$ cat src/rtl/rst_seq_ctrl_if.sv
// Interface for the reset sequencing controller. It bundles the synchronizer input, the
// software request, the gap setting, the per-domain acknowledges, the domain resets and the status.
interface rst_seq_ctrl_if #(
  parameter int NUM_DOM = 4,
  parameter int CNT_W   = 8
);
  logic               SYNC_RST;
  logic               SW_RST_REQ;
  logic [CNT_W-1:0]   HOLD_CFG;
  logic [NUM_DOM-1:0] DOM_ACK;
  logic [NUM_DOM-1:0] DOM_RST_N;
  logic               SEQ_BUSY;
  logic               SEQ_DONE;
  logic               TIMEOUT_ERR;
  logic [NUM_DOM-1:0] ERR_DOM;

  modport master (
    output SYNC_RST, SW_RST_REQ, HOLD_CFG, DOM_ACK,
    input  DOM_RST_N, SEQ_BUSY, SEQ_DONE, TIMEOUT_ERR, ERR_DOM
  );

  modport slave (
    input  SYNC_RST, SW_RST_REQ, HOLD_CFG, DOM_ACK,
    output DOM_RST_N, SEQ_BUSY, SEQ_DONE, TIMEOUT_ERR, ERR_DOM
  );
endinterface

$ cat src/rtl/rst_seq_ctrl.sv
// Reset sequencing controller. It holds every domain in reset and then releases the domains
// in index order. Before each release it waits a programmable gap, and after it waits for that domain's acknowledge.
module rst_seq_ctrl #(
  parameter int NUM_DOM = 4,
  parameter int CNT_W   = 8,
  parameter int ACK_TO  = 255
) (
  input logic         CLK,
  input logic         RST,
  rst_seq_ctrl_if.slave bus
);
  localparam int IDX_W = (NUM_DOM > 1) ? $clog2(NUM_DOM) : 1;
  localparam logic [IDX_W-1:0] LAST_IDX = IDX_W'(NUM_DOM - 1);
  localparam logic [15:0]      TO_LAST  = 16'(ACK_TO - 1);

  typedef enum logic [2:0] {
    S_ASSERT,
    S_HOLD,
    S_WAIT_ACK,
    S_DONE,
    S_ERR
  } state_t;

  state_t             state_q, state_d;
  logic [IDX_W-1:0]   idx_q, idx_d;
  logic [CNT_W-1:0]   gap_q, gap_d;
  logic [15:0]        to_q, to_d;
  logic [NUM_DOM-1:0] dom_q, dom_d;
  logic [NUM_DOM-1:0] err_dom_q, err_dom_d;
  logic               busy_q, busy_d;
  logic               done_q, done_d;
  logic               err_q, err_d;

  logic               resync;
  logic [CNT_W-1:0]   hold_val;

  assign resync   = !bus.SYNC_RST || bus.SW_RST_REQ;
  assign hold_val = (bus.HOLD_CFG == '0) ? CNT_W'(1) : bus.HOLD_CFG;

  always_comb begin
    state_d   = state_q;
    idx_d     = idx_q;
    gap_d     = gap_q;
    to_d      = to_q;
    dom_d     = dom_q;
    err_dom_d = err_dom_q;

    case (state_q)
      S_ASSERT: begin
        dom_d     = '0;
        err_dom_d = '0;
        idx_d     = '0;
        if (!resync) begin
          state_d = S_HOLD;
          gap_d   = hold_val;
        end
      end

      S_HOLD: begin
        if (resync) begin
          state_d = S_ASSERT;
        end else if (gap_q <= CNT_W'(1)) begin
          dom_d[idx_q] = 1'b1;
          to_d         = '0;
          state_d      = S_WAIT_ACK;
        end else begin
          gap_d = gap_q - 1'b1;
        end
      end

      // An acknowledge that arrives on the same edge as the timeout takes priority.
      S_WAIT_ACK: begin
        if (resync) begin
          state_d = S_ASSERT;
        end else if (bus.DOM_ACK[idx_q]) begin
          if (idx_q == LAST_IDX) begin
            state_d = S_DONE;
          end else begin
            idx_d   = idx_q + 1'b1;
            gap_d   = hold_val;
            state_d = S_HOLD;
          end
        end else if (to_q == TO_LAST) begin
          err_dom_d[idx_q] = 1'b1;
          state_d          = S_ERR;
        end else begin
          to_d = to_q + 1'b1;
        end
      end

      S_DONE, S_ERR: begin
        if (resync) state_d = S_ASSERT;
      end

      default: state_d = S_ASSERT;
    endcase

    // Leaving for ASSERT drops every domain on the same edge.
    if (state_d == S_ASSERT) begin
      dom_d     = '0;
      err_dom_d = '0;
      idx_d     = '0;
    end

    busy_d = (state_d == S_HOLD) || (state_d == S_WAIT_ACK);
    done_d = (state_d == S_DONE);
    err_d  = (state_d == S_ERR);
  end

  always_ff @(posedge CLK) begin
    if (RST) begin
      state_q   <= S_ASSERT;
      idx_q     <= '0;
      gap_q     <= '0;
      to_q      <= '0;
      dom_q     <= '0;
      err_dom_q <= '0;
      busy_q    <= 1'b0;
      done_q    <= 1'b0;
      err_q     <= 1'b0;
    end else begin
      state_q   <= state_d;
      idx_q     <= idx_d;
      gap_q     <= gap_d;
      to_q      <= to_d;
      dom_q     <= dom_d;
      err_dom_q <= err_dom_d;
      busy_q    <= busy_d;
      done_q    <= done_d;
      err_q     <= err_d;
    end
  end

  assign bus.DOM_RST_N   = dom_q;
  assign bus.SEQ_BUSY    = busy_q;
  assign bus.SEQ_DONE    = done_q;
  assign bus.TIMEOUT_ERR = err_q;
  assign bus.ERR_DOM     = err_dom_q;
endmodule

$ cat src/flat_wrapper.sv
// flat-port wrapper written by rule: the top's interface ports become plain ports
module rst_seq_ctrl_flat 
#(
  parameter int NUM_DOM = 4,
  parameter int CNT_W   = 8,
  parameter int ACK_TO  = 255
)
  (CLK, RST, bus_SYNC_RST, bus_SW_RST_REQ, bus_HOLD_CFG, bus_DOM_ACK, bus_DOM_RST_N, bus_SEQ_BUSY, bus_SEQ_DONE, bus_TIMEOUT_ERR, bus_ERR_DOM);
  rst_seq_ctrl_if #(.NUM_DOM(NUM_DOM), .CNT_W(CNT_W)) bus_i ();
  input logic CLK;
  input logic RST;
  input wire logic [$bits(bus_i.SYNC_RST)-1:0] bus_SYNC_RST;
  input wire logic [$bits(bus_i.SW_RST_REQ)-1:0] bus_SW_RST_REQ;
  input wire logic [$bits(bus_i.HOLD_CFG)-1:0] bus_HOLD_CFG;
  input wire logic [$bits(bus_i.DOM_ACK)-1:0] bus_DOM_ACK;
  output wire logic [$bits(bus_i.DOM_RST_N)-1:0] bus_DOM_RST_N;
  output wire logic [$bits(bus_i.SEQ_BUSY)-1:0] bus_SEQ_BUSY;
  output wire logic [$bits(bus_i.SEQ_DONE)-1:0] bus_SEQ_DONE;
  output wire logic [$bits(bus_i.TIMEOUT_ERR)-1:0] bus_TIMEOUT_ERR;
  output wire logic [$bits(bus_i.ERR_DOM)-1:0] bus_ERR_DOM;
  assign bus_i.SYNC_RST = bus_SYNC_RST;
  assign bus_i.SW_RST_REQ = bus_SW_RST_REQ;
  assign bus_i.HOLD_CFG = bus_HOLD_CFG;
  assign bus_i.DOM_ACK = bus_DOM_ACK;
  assign bus_DOM_RST_N = bus_i.DOM_RST_N;
  assign bus_SEQ_BUSY = bus_i.SEQ_BUSY;
  assign bus_SEQ_DONE = bus_i.SEQ_DONE;
  assign bus_TIMEOUT_ERR = bus_i.TIMEOUT_ERR;
  assign bus_ERR_DOM = bus_i.ERR_DOM;
  rst_seq_ctrl #(.NUM_DOM(NUM_DOM), .CNT_W(CNT_W), .ACK_TO(ACK_TO)) u_core (.CLK(CLK), .RST(RST), .bus(bus_i));
endmodule
$ cat config.mk
export PLATFORM = sky130hd
export DESIGN_NAME = rst_seq_ctrl_flat
export DESIGN_NICKNAME = d
export VERILOG_FILES = /design/src/rtl/rst_seq_ctrl_if.sv /design/src/rtl/rst_seq_ctrl.sv /design/src/flat_wrapper.sv
export SDC_FILE = /design/constraint.sdc
export NUM_CORES = 1
export LEC_CHECK = 0
export ABC_AREA = 1
export ABC_CLOCK_PERIOD_IN_PS = 4300
export BUFFER_PORTS_ARGS = -buffer_cell sky130_fd_sc_hd__buf_2
export CORE_MARGIN = 5
export CORE_UTILIZATION = 62
export CTS_CLUSTER_DIAMETER = 80
export DETAILED_ROUTE_END_ITERATION = 8
export PLACE_DENSITY = 0.86
export RECOVER_POWER = 100
export SLEW_MARGIN = 20
export SYNTH_ARGS = -nofsm -noshare
export SYNTH_HDL_FRONTEND = slang
export SYNTH_SLANG_ARGS = --single-unit
$ cat constraint.sdc
create_clock -name CLK -period 4.3 [get_ports CLK]
set_input_delay 0.43 -clock CLK [delete_from_list [all_inputs] [get_ports CLK]]
set_output_delay 0.43 -clock CLK [all_outputs]
set_load 0.01 [all_outputs]
==> results.ini <==
[run_status]
outcome = completed

[power]
p_sw_mw = 0.205
pwr-share-clk = 0.408
swShare = 0.262
combPwrFrac = 0.104
ir_worst_vdd_v = 0.000226
internal_power_mw = 0.580
powerDensity_mw_per_mm2 = 287
seqPwrFrac = 0.489
total_leakage_power_nw = 1.06

[timing]
final-setup-viol-count = 0
relSlewSlack = 0.467
min_period_over_period = 0.657
tns_ns = 0
drv_slew = 0
fmax_mhz = 354
rsz0062_at_grt = no
fin_crit_ns = 2.82
clock-skew-final_ns = 0.00723
worst_slew_pin_slew_ns = 0.797
hold_viol = 0
whs_ns = 0.450

[clocking]
ctsResizeCount = 0
cts_tree = yes
cts_root_buf = clkbuf_8
numCtsBuffers = 5
ctsHoldBuffers = 0
clock_sinks = 40
clk_pin_slew_worst_paths_ns = 0.08
cts.path.max_buffers = 2
post_cts_buffers = 0
htree_levels = 2
clk_latency_ns = 0.30

[global_route]
grt-ovfl-total = 0
grt_antenna_before_repair = 0
grt_pass1_vias = 2442
grt_pass1_wl_um = 10200
grtUsageTotal = 0.238
grt_max_degree = 26

[hold_path]
hold_path_depth = 2
hold_path.class = flop to flop

[critical_path]
startpoint = u_core.state_q[1]
worstRegToRegCells = 6
cp.arrival_ns = 3.06
critPathCapture = u_core.to_q[0]
required_ns = 4.53
worstPathMaxFanout = 17
end_kind = flop
critPathLaunchType = flop
r2r_end = u_core.to_q[0]
rrSetupSlack_ns = 1.48
critPathKind = flop to flop
r2r_start = u_core.state_q[1]

[final_layout]
drive_gt1_frac = 0.0939
diodes = 0
final_nets = 449
multi_input_area_mm2 = 0.00148
area_growth_pct = 8.27
register_area_um2 = 801
fillers = 363

[placed_design]
gp_congestion = 0.923
io_buffers = 26
dp_hpwl_um = 4330

[floorplanning]
io_pins = 27
start_util = 0.636
rows = 23
dieWidth_um = 73.8
core_area_mm2 = 0.00397
chipHeight_um = 73.8
dieArea_mm2 = 0.00545

[synth]
yosys_warnings = 0
syn_avg_cell_area_um2 = 6.30
syn_area_mm2 = 0.00253
ys_seq_area_frac = 0.317
synth_fp_nets = 425
ys_top_cells_by_area = dfxtp_1, nand2_1, nor2_1
synth.distinct_cells = 34
syn_inst = 401
netlist.area_leader.share = 0.317
yosysTopAreaCell = dfxtp_1
ys_ff_latch = 40

[detailed_routing]
detail-route-antenna-nets = 0
drt-wirelength-per-cell_um = 12.6
vias = 2557
drtIter0Drc = 152
viasPerCell = 5.37
routed_wl_um = 6020
drc = 0
firstDrtPassIters = 4

[run]
cap_violations = 0

==> worst max-delay path: stages, from the launching register on <==
cell and delay, ns:
dfxtp_1 0.47, inv_1 0.13, nor2_1 0.63, nand2_1 0.56, nand4_1 0.69, nand2_1 0.12
a21oi_1 0.16
==> layer usage <==
metal,vias to the layer above,part of all wire,GRT usage
li1,1341,-,-
met1,1158,0.44,0.287
met2,47,0.50,0.414
met3,11,0.038,0.0438
met4,0,0.014,0.0885
met5,-,0,0
==> per-stage QoR <==
stage	cell area, µm²	util	power (mW)	setup WS, ns	std cells
3_5_place_dp	2670	0.672	0.473	2.31	468
4_1_cts	2780	0.701	0.793	2.30	476
6_report	2740	0.689	0.785	1.48	476
2_1_floorplan	2530	-	0.454	2.71	401
3_3_place_gp	2670	0.672	0.472	2.35	468
5_1_grt	2740	0.689	0.822	1.19	476
==> worst min-delay path by stage <==
| stage | slack [ns] | startpoint | endpoint |
|---|---|---|---|
| 5_1_grt | 0.47 | u_core.bus.DOM_RST_N[2] | u_core.bus.DOM_RST_N[2] |
| 3_5_place_dp | 0.44 | u_core.bus.DOM_RST_N[2] | u_core.bus.DOM_RST_N[2] |
| 6_report | 0.45 | u_core.bus.ERR_DOM[0] | u_core.bus.ERR_DOM[0] |
| 4_1_cts | 0.45 | u_core.bus.DOM_RST_N[2] | u_core.bus.DOM_RST_N[2] |
| 2_1_floorplan | 0.46 | u_core.gap_q[5] | u_core.gap_q[5] |
| 3_3_place_gp | 0.44 | u_core.bus.DOM_RST_N[2] | u_core.bus.DOM_RST_N[2] |
==> registers in the layout, summed over array words and instances, names as in the netlist <==
register,count
u_core.bus.SEQ_DONE,1
u_core.gap_q,8
u_core.bus.SEQ_BUSY,1
u_core.bus.TIMEOUT_ERR,1
u_core.idx_q,2
u_core.to_q,16
u_core.bus.DOM_RST_N,4
u_core.state_q,3
u_core.bus.ERR_DOM,4
==> synth_stat cells <==
| master | n |
|---|---|
| nand4_1 | 8 |
| o21ai_0 | 10 |
| o21bai_1 | 1 |
| inv_1 | 34 |
| xnor2_1 | 3 |
| nand2_2 | 4 |
| buf_4 | 2 |
| nor4_1 | 1 |
| clkbuf_1 | 3 |
| nand2_8 | 1 |
| and2_1 | 2 |
| buf_1 | 1 |
| nor3_1 | 6 |
| a211oi_1 | 2 |
| a31oi_1 | 2 |
| buf_2 | 2 |
| inv_4 | 1 |
| dfxtp_1 | 40 |
| ha_1 | 8 |
| nand4_4 | 1 |
| inv_2 | 6 |
| o21a_1 | 1 |
| nor2_2 | 3 |
| nor2_8 | 1 |
| nand2_1 | 115 |
| nand3_2 | 1 |
| nor2_4 | 1 |
| xor2_1 | 3 |
| buf_6 | 1 |
| or2_2 | 1 |
| inv_6 | 1 |
| nor2_1 | 59 |
| nand3_1 | 40 |
| a21oi_1 | 36 |
==> cells in the final DEF (no fill, tap or decap) <==
master / instances
nor2_4: 1
inv_1: 35
xnor2_1: 3
nand3_1: 40
a21oi_1: 36
xor2_1: 3
dfxtp_1: 40
inv_4: 1
or2_2: 1
nand2_8: 1
nor2_1: 60
clkbuf_8: 5
inv_2: 5
inv_6: 2
nand2_2: 3
and2_1: 2
ha_1: 8
nand4_1: 9
bufinv_16: 1
nor4_1: 1
o21bai_1: 1
clkbuf_1: 11
nand3_2: 1
o21ai_0: 10
a211oi_1: 2
nand2_1: 116
buf_2: 15
o21a_1: 1
a31oi_1: 2
nor3_1: 6
clkinvlp_4: 1
nor2_2: 3
==> power groups by stage <==
stage | sequential [mW] | clock [mW] | combinational, mW
final | 0.383 | 0.320 | 0.0815
after global routing | 0.384 | 0.345 | 0.0926
after CTS | 0.383 | 0.327 | 0.0827
after detailed placement | 0.392 | 0 | 0.0818
after global placement | 0.391 | 0 | 0.0804
after floorplan | 0.391 | 0 | 0.0630
==> cells by family after synthesis <==
| group | after synthesis | synth area share |
|---|---|---|
| AND/OR/NAND/NOR | 244 | 0.429 |
| AO/OA/AOI/OAI | 52 | 0.108 |
| buffers and inverters | 51 | 0.0856 |
| flip-flops | 40 | 0.317 |
| adder cells (fa/ha/maj) | 8 | 0.0396 |
| XOR/XNOR | 6 | 0.0208 |
==> cell type report <==
| type | count | area share |
|---|---|---|
| clock buffers | 5 | 0.0251 |
| clock inverters | 3 | 0.0169 |
| inverters | 42 | 0.0604 |
| multi-input cells | 310 | 0.540 |
| flip-flops and latches | 40 | 0.293 |
| well taps | 50 | 0.0229 |
| repair buffers | 26 | 0.0425 |
No activity file was read; power rests on OpenSTA's default activity.
